--- config.mk ---
export PLATFORM = sky130hd
export DESIGN_NAME = spi_slave_single
export DESIGN_NICKNAME = d
export VERILOG_FILES = /design/src/rtl/spi_slave_single.sv
export SDC_FILE = /design/constraint.sdc
export NUM_CORES = 1
export LEC_CHECK = 0
export CORE_ASPECT_RATIO = 1.1
export CORE_MARGIN = 2
export CORE_UTILIZATION = 56
export CTS_CLUSTER_SIZE = 28
export DETAILED_ROUTE_END_ITERATION = 10
export PLACE_DENSITY = 0.83
export SLEW_MARGIN = 5
export SYNTH_ARGS = -nofsm -noshare
export SYNTH_HDL_FRONTEND = slang
export SYNTH_SLANG_ARGS = --single-unit
--- constraint.sdc ---
create_clock -name clkIn -period 4.3 [get_ports clkIn]
set_input_delay 0.86 -clock clkIn [delete_from_list [all_inputs] [get_ports clkIn]]
set_output_delay 0.86 -clock clkIn [all_outputs]
set_load 0.01 [all_outputs]
--- src/rtl/spi_slave_single.sv ---
// spi_slave_single: SPI peripheral with oversampled SCLK/CS/MOSI, full-duplex, any CPOL/CPHA mode,
// single-entry TX holding buffer and RX output register. Define SPI_SLAVE_LSB_FIRST_EN for LSB-first shifting.
module spi_slave_single #(
    parameter int                    DATA_WIDTH = 8,
    parameter bit                    CPOL       = 1'b0,
    parameter bit                    CPHA       = 1'b0,
    parameter logic [DATA_WIDTH-1:0] FILL_WORD  = '1
) (
    input  logic                  clkIn,
    input  logic                  rstIn,
    input  logic                  sclkIn,
    input  logic                  csLowIn,
    input  logic                  mosiIn,
    output logic                  misoOut,
    output logic                  misoOeOut,
    input  logic [DATA_WIDTH-1:0] txDataIn,
    input  logic                  txWrEnIn,
    output logic                  txFullOut,
    output logic [DATA_WIDTH-1:0] rxDataOut,
    output logic                  rxRdyOut,
    input  logic                  rxRdEnIn,
    output logic                  rxOverrunOut,
    output logic                  txUnderrunOut,
    output logic                  frameAbortOut
);
    localparam int CW = $clog2(DATA_WIDTH + 1);

    typedef enum logic {IDLE, ACTIVE} state_t;

    logic sclk_s1_q, sclk_s2_q, sclk_h_q;
    logic cs_s1_q, cs_s2_q, cs_h_q;
    logic mosi_s1_q, mosi_s2_q;

    // Synchronisers are left unreset so a reset with CS still low does not look like a fresh CS fall.
    always_ff @(posedge clkIn) begin
        sclk_s1_q <= sclkIn;
        sclk_s2_q <= sclk_s1_q;
        sclk_h_q  <= sclk_s2_q;
        cs_s1_q   <= csLowIn;
        cs_s2_q   <= cs_s1_q;
        cs_h_q    <= cs_s2_q;
        mosi_s1_q <= mosiIn;
        mosi_s2_q <= mosi_s1_q;
    end

    logic sclk_rise, sclk_fall, lead_edge, trail_edge, cs_fall;
    logic sample_edge, shift_edge;

    assign sclk_rise   = sclk_s2_q & ~sclk_h_q;
    assign sclk_fall   = ~sclk_s2_q & sclk_h_q;
    assign lead_edge   = CPOL ? sclk_fall : sclk_rise;
    assign trail_edge  = CPOL ? sclk_rise : sclk_fall;
    assign cs_fall     = cs_h_q & ~cs_s2_q;
    assign sample_edge = CPHA ? trail_edge : lead_edge;
    assign shift_edge  = CPHA ? lead_edge : trail_edge;

    function automatic logic first_bit(input logic [DATA_WIDTH-1:0] w);
`ifdef SPI_SLAVE_LSB_FIRST_EN
        return w[0];
`else
        return w[DATA_WIDTH-1];
`endif
    endfunction

    function automatic logic [DATA_WIDTH-1:0] advance(input logic [DATA_WIDTH-1:0] w);
`ifdef SPI_SLAVE_LSB_FIRST_EN
        return w >> 1;
`else
        return w << 1;
`endif
    endfunction

    state_t                state_q, state_d;
    logic [DATA_WIDTH-1:0] tx_sh_q, tx_sh_d;
    logic                  miso_q, miso_d;
    logic [CW-1:0]         cnt_q, cnt_d;
    logic [DATA_WIDTH-1:0] rx_sh_q, rx_sh_d;
    logic [DATA_WIDTH-1:0] rx_data_q, rx_data_d;
    logic                  rx_rdy_q, rx_rdy_d;
    logic [DATA_WIDTH-1:0] tx_buf_q, tx_buf_d;
    logic                  tx_full_q, tx_full_d;
    logic                  need_load_q, need_load_d;
    logic                  ovr_q, ovr_d, und_q, und_d, abt_q, abt_d;
    logic                  load;
    logic [DATA_WIDTH-1:0] load_word, rx_next;

    assign load_word = tx_full_q ? tx_buf_q : FILL_WORD;

`ifdef SPI_SLAVE_LSB_FIRST_EN
    assign rx_next = {mosi_s2_q, rx_sh_q[DATA_WIDTH-1:1]};
`else
    assign rx_next = {rx_sh_q[DATA_WIDTH-2:0], mosi_s2_q};
`endif

    always_comb begin
        state_d     = state_q;
        tx_sh_d     = tx_sh_q;
        miso_d      = miso_q;
        cnt_d       = cnt_q;
        rx_sh_d     = rx_sh_q;
        rx_data_d   = rx_data_q;
        rx_rdy_d    = rx_rdy_q & ~rxRdEnIn;
        tx_buf_d    = tx_buf_q;
        tx_full_d   = tx_full_q;
        need_load_d = need_load_q;
        ovr_d       = 1'b0;
        und_d       = 1'b0;
        abt_d       = 1'b0;
        load        = 1'b0;
        case (state_q)
            IDLE: begin
                if (cs_fall) begin
                    state_d     = ACTIVE;
                    load        = 1'b1;
                    cnt_d       = '0;
                    need_load_d = 1'b0;
                    if (CPHA) begin
                        tx_sh_d = load_word;
                    end else begin
                        miso_d  = first_bit(load_word);
                        tx_sh_d = advance(load_word);
                    end
                end
            end
            ACTIVE: begin
                if (cs_s2_q) begin
                    state_d     = IDLE;
                    abt_d       = (cnt_q != '0);
                    cnt_d       = '0;
                    need_load_d = 1'b0;
                end else begin
                    if (sample_edge) begin
                        rx_sh_d = rx_next;
                        if (cnt_q == CW'(DATA_WIDTH - 1)) begin
                            cnt_d       = '0;
                            rx_data_d   = rx_next;
                            rx_rdy_d    = 1'b1;
                            ovr_d       = rx_rdy_q & ~rxRdEnIn;
                            need_load_d = 1'b1;
                        end else begin
                            cnt_d = cnt_q + CW'(1);
                        end
                    end
                    // First shift edge after a completed word starts the next word from the buffer.
                    if (shift_edge) begin
                        if (need_load_q) begin
                            load        = 1'b1;
                            need_load_d = 1'b0;
                            miso_d      = first_bit(load_word);
                            tx_sh_d     = advance(load_word);
                        end else begin
                            miso_d  = first_bit(tx_sh_q);
                            tx_sh_d = advance(tx_sh_q);
                        end
                    end
                end
            end
            default: state_d = IDLE;
        endcase
        // A load sees the pre-write buffer; a same-cycle write still lands.
        if (load) begin
            tx_full_d = 1'b0;
            und_d     = ~tx_full_q;
        end
        if (txWrEnIn) begin
            tx_buf_d  = txDataIn;
            tx_full_d = 1'b1;
        end
    end

    always_ff @(posedge clkIn) begin
        if (rstIn) begin
            state_q     <= IDLE;
            tx_sh_q     <= '0;
            miso_q      <= FILL_WORD[DATA_WIDTH-1];
            cnt_q       <= '0;
            rx_sh_q     <= '0;
            rx_data_q   <= '0;
            rx_rdy_q    <= 1'b0;
            tx_buf_q    <= '0;
            tx_full_q   <= 1'b0;
            need_load_q <= 1'b0;
            ovr_q       <= 1'b0;
            und_q       <= 1'b0;
            abt_q       <= 1'b0;
        end else begin
            state_q     <= state_d;
            tx_sh_q     <= tx_sh_d;
            miso_q      <= miso_d;
            cnt_q       <= cnt_d;
            rx_sh_q     <= rx_sh_d;
            rx_data_q   <= rx_data_d;
            rx_rdy_q    <= rx_rdy_d;
            tx_buf_q    <= tx_buf_d;
            tx_full_q   <= tx_full_d;
            need_load_q <= need_load_d;
            ovr_q       <= ovr_d;
            und_q       <= und_d;
            abt_q       <= abt_d;
        end
    end

    assign misoOut       = miso_q;
    assign misoOeOut     = (state_q == ACTIVE);
    assign txFullOut     = tx_full_q;
    assign rxDataOut     = rx_data_q;
    assign rxRdyOut      = rx_rdy_q;
    assign rxOverrunOut  = ovr_q;
    assign txUnderrunOut = und_q;
    assign frameAbortOut = abt_q;

endmodule

# After elaboration in Yosys (flattened, before gate mapping)
# Cells that the tools add are included.
# classes
addsub	1
eq_ne	5
bitwise_logic	13
reduce_logical	9
n_mux	36
# op_table
op	count
2-to-1 mux 8 bit	5
2-to-1 mux 1 bit	21
2-to-1 mux 4 bit	4
case mux 8 bit (2 select lines)	1
NOT 1 bit	9
case mux 1 bit (2 select lines)	4
case mux 4 bit (2 select lines)	1
!= test 2 bit (second input constant)	3
AND reduction 3 bit	2
OR reduction 5 bit	1
adder 4 x 1 -> 4 bit (second input constant)	1
AND 1 bit	4
equality test 4 x 3 -> 1 bit (second input constant)	1
AND reduction 4 bit	1
nonzero test 4 bit	1
!= test 3 bit (second input constant)	1
OR reduction 3 bit	1
AND reduction 2 bit	1
nonzero test 2 bit	1
OR reduction 2 bit	1
# totals
inputBits	15
ff_bits	51
word_cells	85
output_inout_bits	15

# Longest topological paths before layout
# depth
word_depth	7
depth_mapped	7
depth_no_buf	5

# Worst setup path after synthesis
# Ideal clock, no wire load.
# synth_timing
path_type	input-to-reg
startpoint	in txWrEnIn
endpoint	reg tx_buf_q[3]
cell_stages	3
t_required_ps	4172
path_buffers	1
path_slack_ps	2671
setup_time_ps	128
t_arrival_ps	1501
cell_sequence	clkbuf_1 mux2i_1 nor2_1
# synth_rtl
element	line_no	source
from (decl)	17	input logic txWrEnIn,
to (signal assigned)	194	tx_buf_q <= tx_buf_d;
to (decl)	80	logic [DATA_WIDTH-1:0] tx_buf_q, tx_buf_d;

# Final worst setup path
# layout_timing
startpoint	reg tx_full_q, in the netlist txFullOut
endpoint	out txFullOut
# layout_rtl
element	line_no	source
from (decl)	81	logic tx_full_q, tx_full_d;
from (signal assigned)	195	tx_full_q <= tx_full_d;
to (decl)	18	output logic txFullOut,
# No word-level cell between the ends.

==> run_results.csv <==
group,metric,value,unit
global_route,grt_first_pass_wirelength,6.22,mm
synthesis,synth_area,1890,um^2
floorplanning,start_util,57.6,%
synthesis,synth_area_per_cell,9.54,um^2
clock_tree,cts.hold.buffers_added,0,
sta,holdWs,0.343,ns
power_and_ir_drop,total_power,777,uW
min_path,holdPathEnd,"mosi_s2_q",
power_and_ir_drop,power.density,350,nW/um^2
drt,wire_per_inst,14.0,um
synthesis,ys_async_sr_fraction,0,%
clock_tree,htreeDepth,2,
floorplanning,ioPinCount,30,
worst_setup_path,worst_setup_path_start_kind,"flip-flop",
drt,firstDrtPassIters,4,
synthesis,synth_flop_cell,"dfxtp_1",
drt,drc,0,
finish,nets,239,
clock_tree,clkSinkCount,50,
floorplanning,rows,22,
synthesis,synthAdderAreaFrac,1.33,%
outcome,status,"finished clean",
finish,antenna_cells,0,
sta,worst_pin_slew,0.661,ns
synthesis,syn_nets,215,
worst_setup_path,cp.buffers_inverters,1,
min_path,hold_class,"flip-flop to flip-flop",
clock_tree,cts_setup_buffers,0,
drt,wl,3.62,mm
global_route,grt_pass1_vias,1450,
sta,post-route-period-util,55.6,%
sta,fmax,418,MHz
power_and_ir_drop,leakagePower,0.000797,uW
power_and_ir_drop,vdd_drop_max,0.000275,V
worst_setup_path,worstSetupPathType,"flip-flop to output port",
placement,place_ws,2.19,ns
clock_tree,clk_latency,0.36,ns
drt,drtIter0Drc,73,
worst_setup_path,arrival,1.53,ns
synthesis,ys_warn_count,0,
clock_tree,post_cts_resized,0,
synthesis,synth_cell_types,34,
floorplanning,die_x,59.4,um
synthesis,synth_compound_area_share,12.8,%
worst_setup_path,endpoint_kind,"output port",
sta,tns,0,ns
global_route,grt_max_degree,42,
floorplanning,dieArea,3850,um^2
min_path,min_from,"mosi_s1_q",
synthesis,synth-xor-area-share,0.464,%
clock_tree,cts.clk_slew.worst_paths,0.13,ns
worst_setup_path,critPathTopFamily,"buffers and inverters",
sta,finalHoldViolCount,0,
worst_setup_path,worstPathRequired,3.44,ns
synthesis,synth-edff-count,0,
drt,vias_per_cell,5.52,
synthesis,seq_area_frac_synth,53.0,%
placement,place.port_buffers,29,
drt,drtAntennaViolNets,0,
sta,fin_worst_skew,0.00927,ns
sta,setup_viol,0,
synthesis,synth_mux_area_share,7.95,%
floorplanning,chipHeight,64.9,um
drt,vias,1430,
worst_setup_path,worst_path_max_delay_cell,"clkdlybuf4s50_1",
synthesis,netlist_instances,198,
worst_setup_path,max_stage_delay,0.61,ns
synthesis,synth.ff_latch_count,50,
clock_tree,cts.path.max_buffers,2,
finish,fin_area,2220,um^2
floorplanning,core_area,3280,um^2
sta,timing.slew.headroom,55.9,%
clock_tree,cts_tree,"built",
sta,period_minus_slack,2.39,ns
worst_setup_path,r2r_slack,2.54,ns
worst_setup_path,worstPathMaxFanout,11,
clock_tree,cts_made_buffers,5,
placement,dp_hpwl,2.56,mm
finish,area_growth,17.6,%
worst_setup_path,crit_chain,"clkdlybuf4s50_1",
worst_setup_path,r2r-end,"txFullOut",
worst_setup_path,r2r_start,"misoOeOut",
synthesis,synth_top_family_by_area,"simple AND/OR/NAND/NOR gates",
sta,drv_slew,0,
sta,fin_ws,1.91,ns
placement,postPlaceCellArea,2160,um^2
run,maxCapViolations,0,
global_route,grtUsageTotal,21.5,%
synthesis,synth-simple-area-share,19.5,%
min_path,min_delay_path_depth,0,
placement,globalplace.congestion,0.795,
sta,rsz0062_at_grt,"false",
finish,final_layout_size_suffix_gt1_share,6.28,%
global_route,antenna_found_initial,0,
global_route,grt_overflow_total,0,
clock_tree,cts_root_buffer,"clkbuf_4",
worst_setup_path,r2r_cells,4,
==> layout by cell type (no fill, tap or decap), types with 2 or more instances in the layout <==
master / n
a21oi_1: 21
clkbuf_4: 5
clkdlybuf4s50_1: 29
dfxtp_1: 50
ha_1: 2
inv_1: 5
mux2i_1: 15
nand2_1: 19
nand2b_1: 11
nand3_1: 2
nand3b_1: 7
nor2_1: 22
nor2b_1: 3
nor3_1: 3
o211ai_1: 6
o21ai_0: 3
==> cell families after synthesis <==
logic type / after synthesis
simple gates: 73
xor+xnor: 1
mux: 15
flops: 50
compound gates: 39
fa+ha+maj: 2
buf+inv: 18
==> power breakdown <==
part | switching [uW] | internal (uW)
combinational | 31.0 | 35.4
clock | 140 | 78.8
sequential | 11.9 | 479
==> flip-flops by register name, indices dropped and copies added (netlist names), 4 cells and up <==
register,cells
cnt_q,4
rx_sh_q,7
tx_buf_q,8
rxDataOut,8
tx_sh_q,7
==> cell usage after synthesis, types with 5 or more instances <==
library cell / n / area [um^2]
o211ai_1: 6 / 45.0
a21oi_1: 21 / 105
dfxtp_1: 50 / 1000
nand2_1: 19 / 71.3
mux2i_1: 15 / 150
nand3b_1: 7 / 52.6
inv_1: 5 / 18.8
clkbuf_1: 7 / 26.3
nand2b_1: 11 / 68.8
nor2_1: 22 / 82.6
==> layer usage <==
layer	wire length [um]	GRT usage, %	up-vias	share of wire (%)
met5	0	0	-	0
met2	1890	37.2	31	52
met1	1500	23.3	676	41
met3	149	6.39	8	4.1
li1	-	-	715	-
met4	87	9.94	0	2.4
==> worst max-delay path by stage <==
stage | end | start | depth (start not counted)
floorplan | tx_buf_q[3] | txWrEnIn | 3
global placement | cnt_q[0] | rstIn | 4
detailed placement | tx_buf_q[4] | txWrEnIn | 3
CTS | txFullOut | txFullOut | 1
global route | txFullOut | txFullOut | 1
finish | txFullOut | txFullOut | 1
==> per-stage QoR <==
step,util (%),instances
after global placement,65.9,251
after floorplan,-,198
after CTS,67.8,259
after detailed placement,65.9,251
after global routing,67.8,259
final,67.8,259
==> layout make-up <==
cell class | instances | area (um^2)
fillers | 258 | 1050
flip-flops and latches | 50 | 1000
multi-input cells | 130 | 795
repair buffers | 30 | 298
clock buffers | 6 | 51.3
well taps | 36 | 45.0
inverters | 5 | 18.8
clock inverters | 2 | 12.5
(Power assumes the default switching activity.)
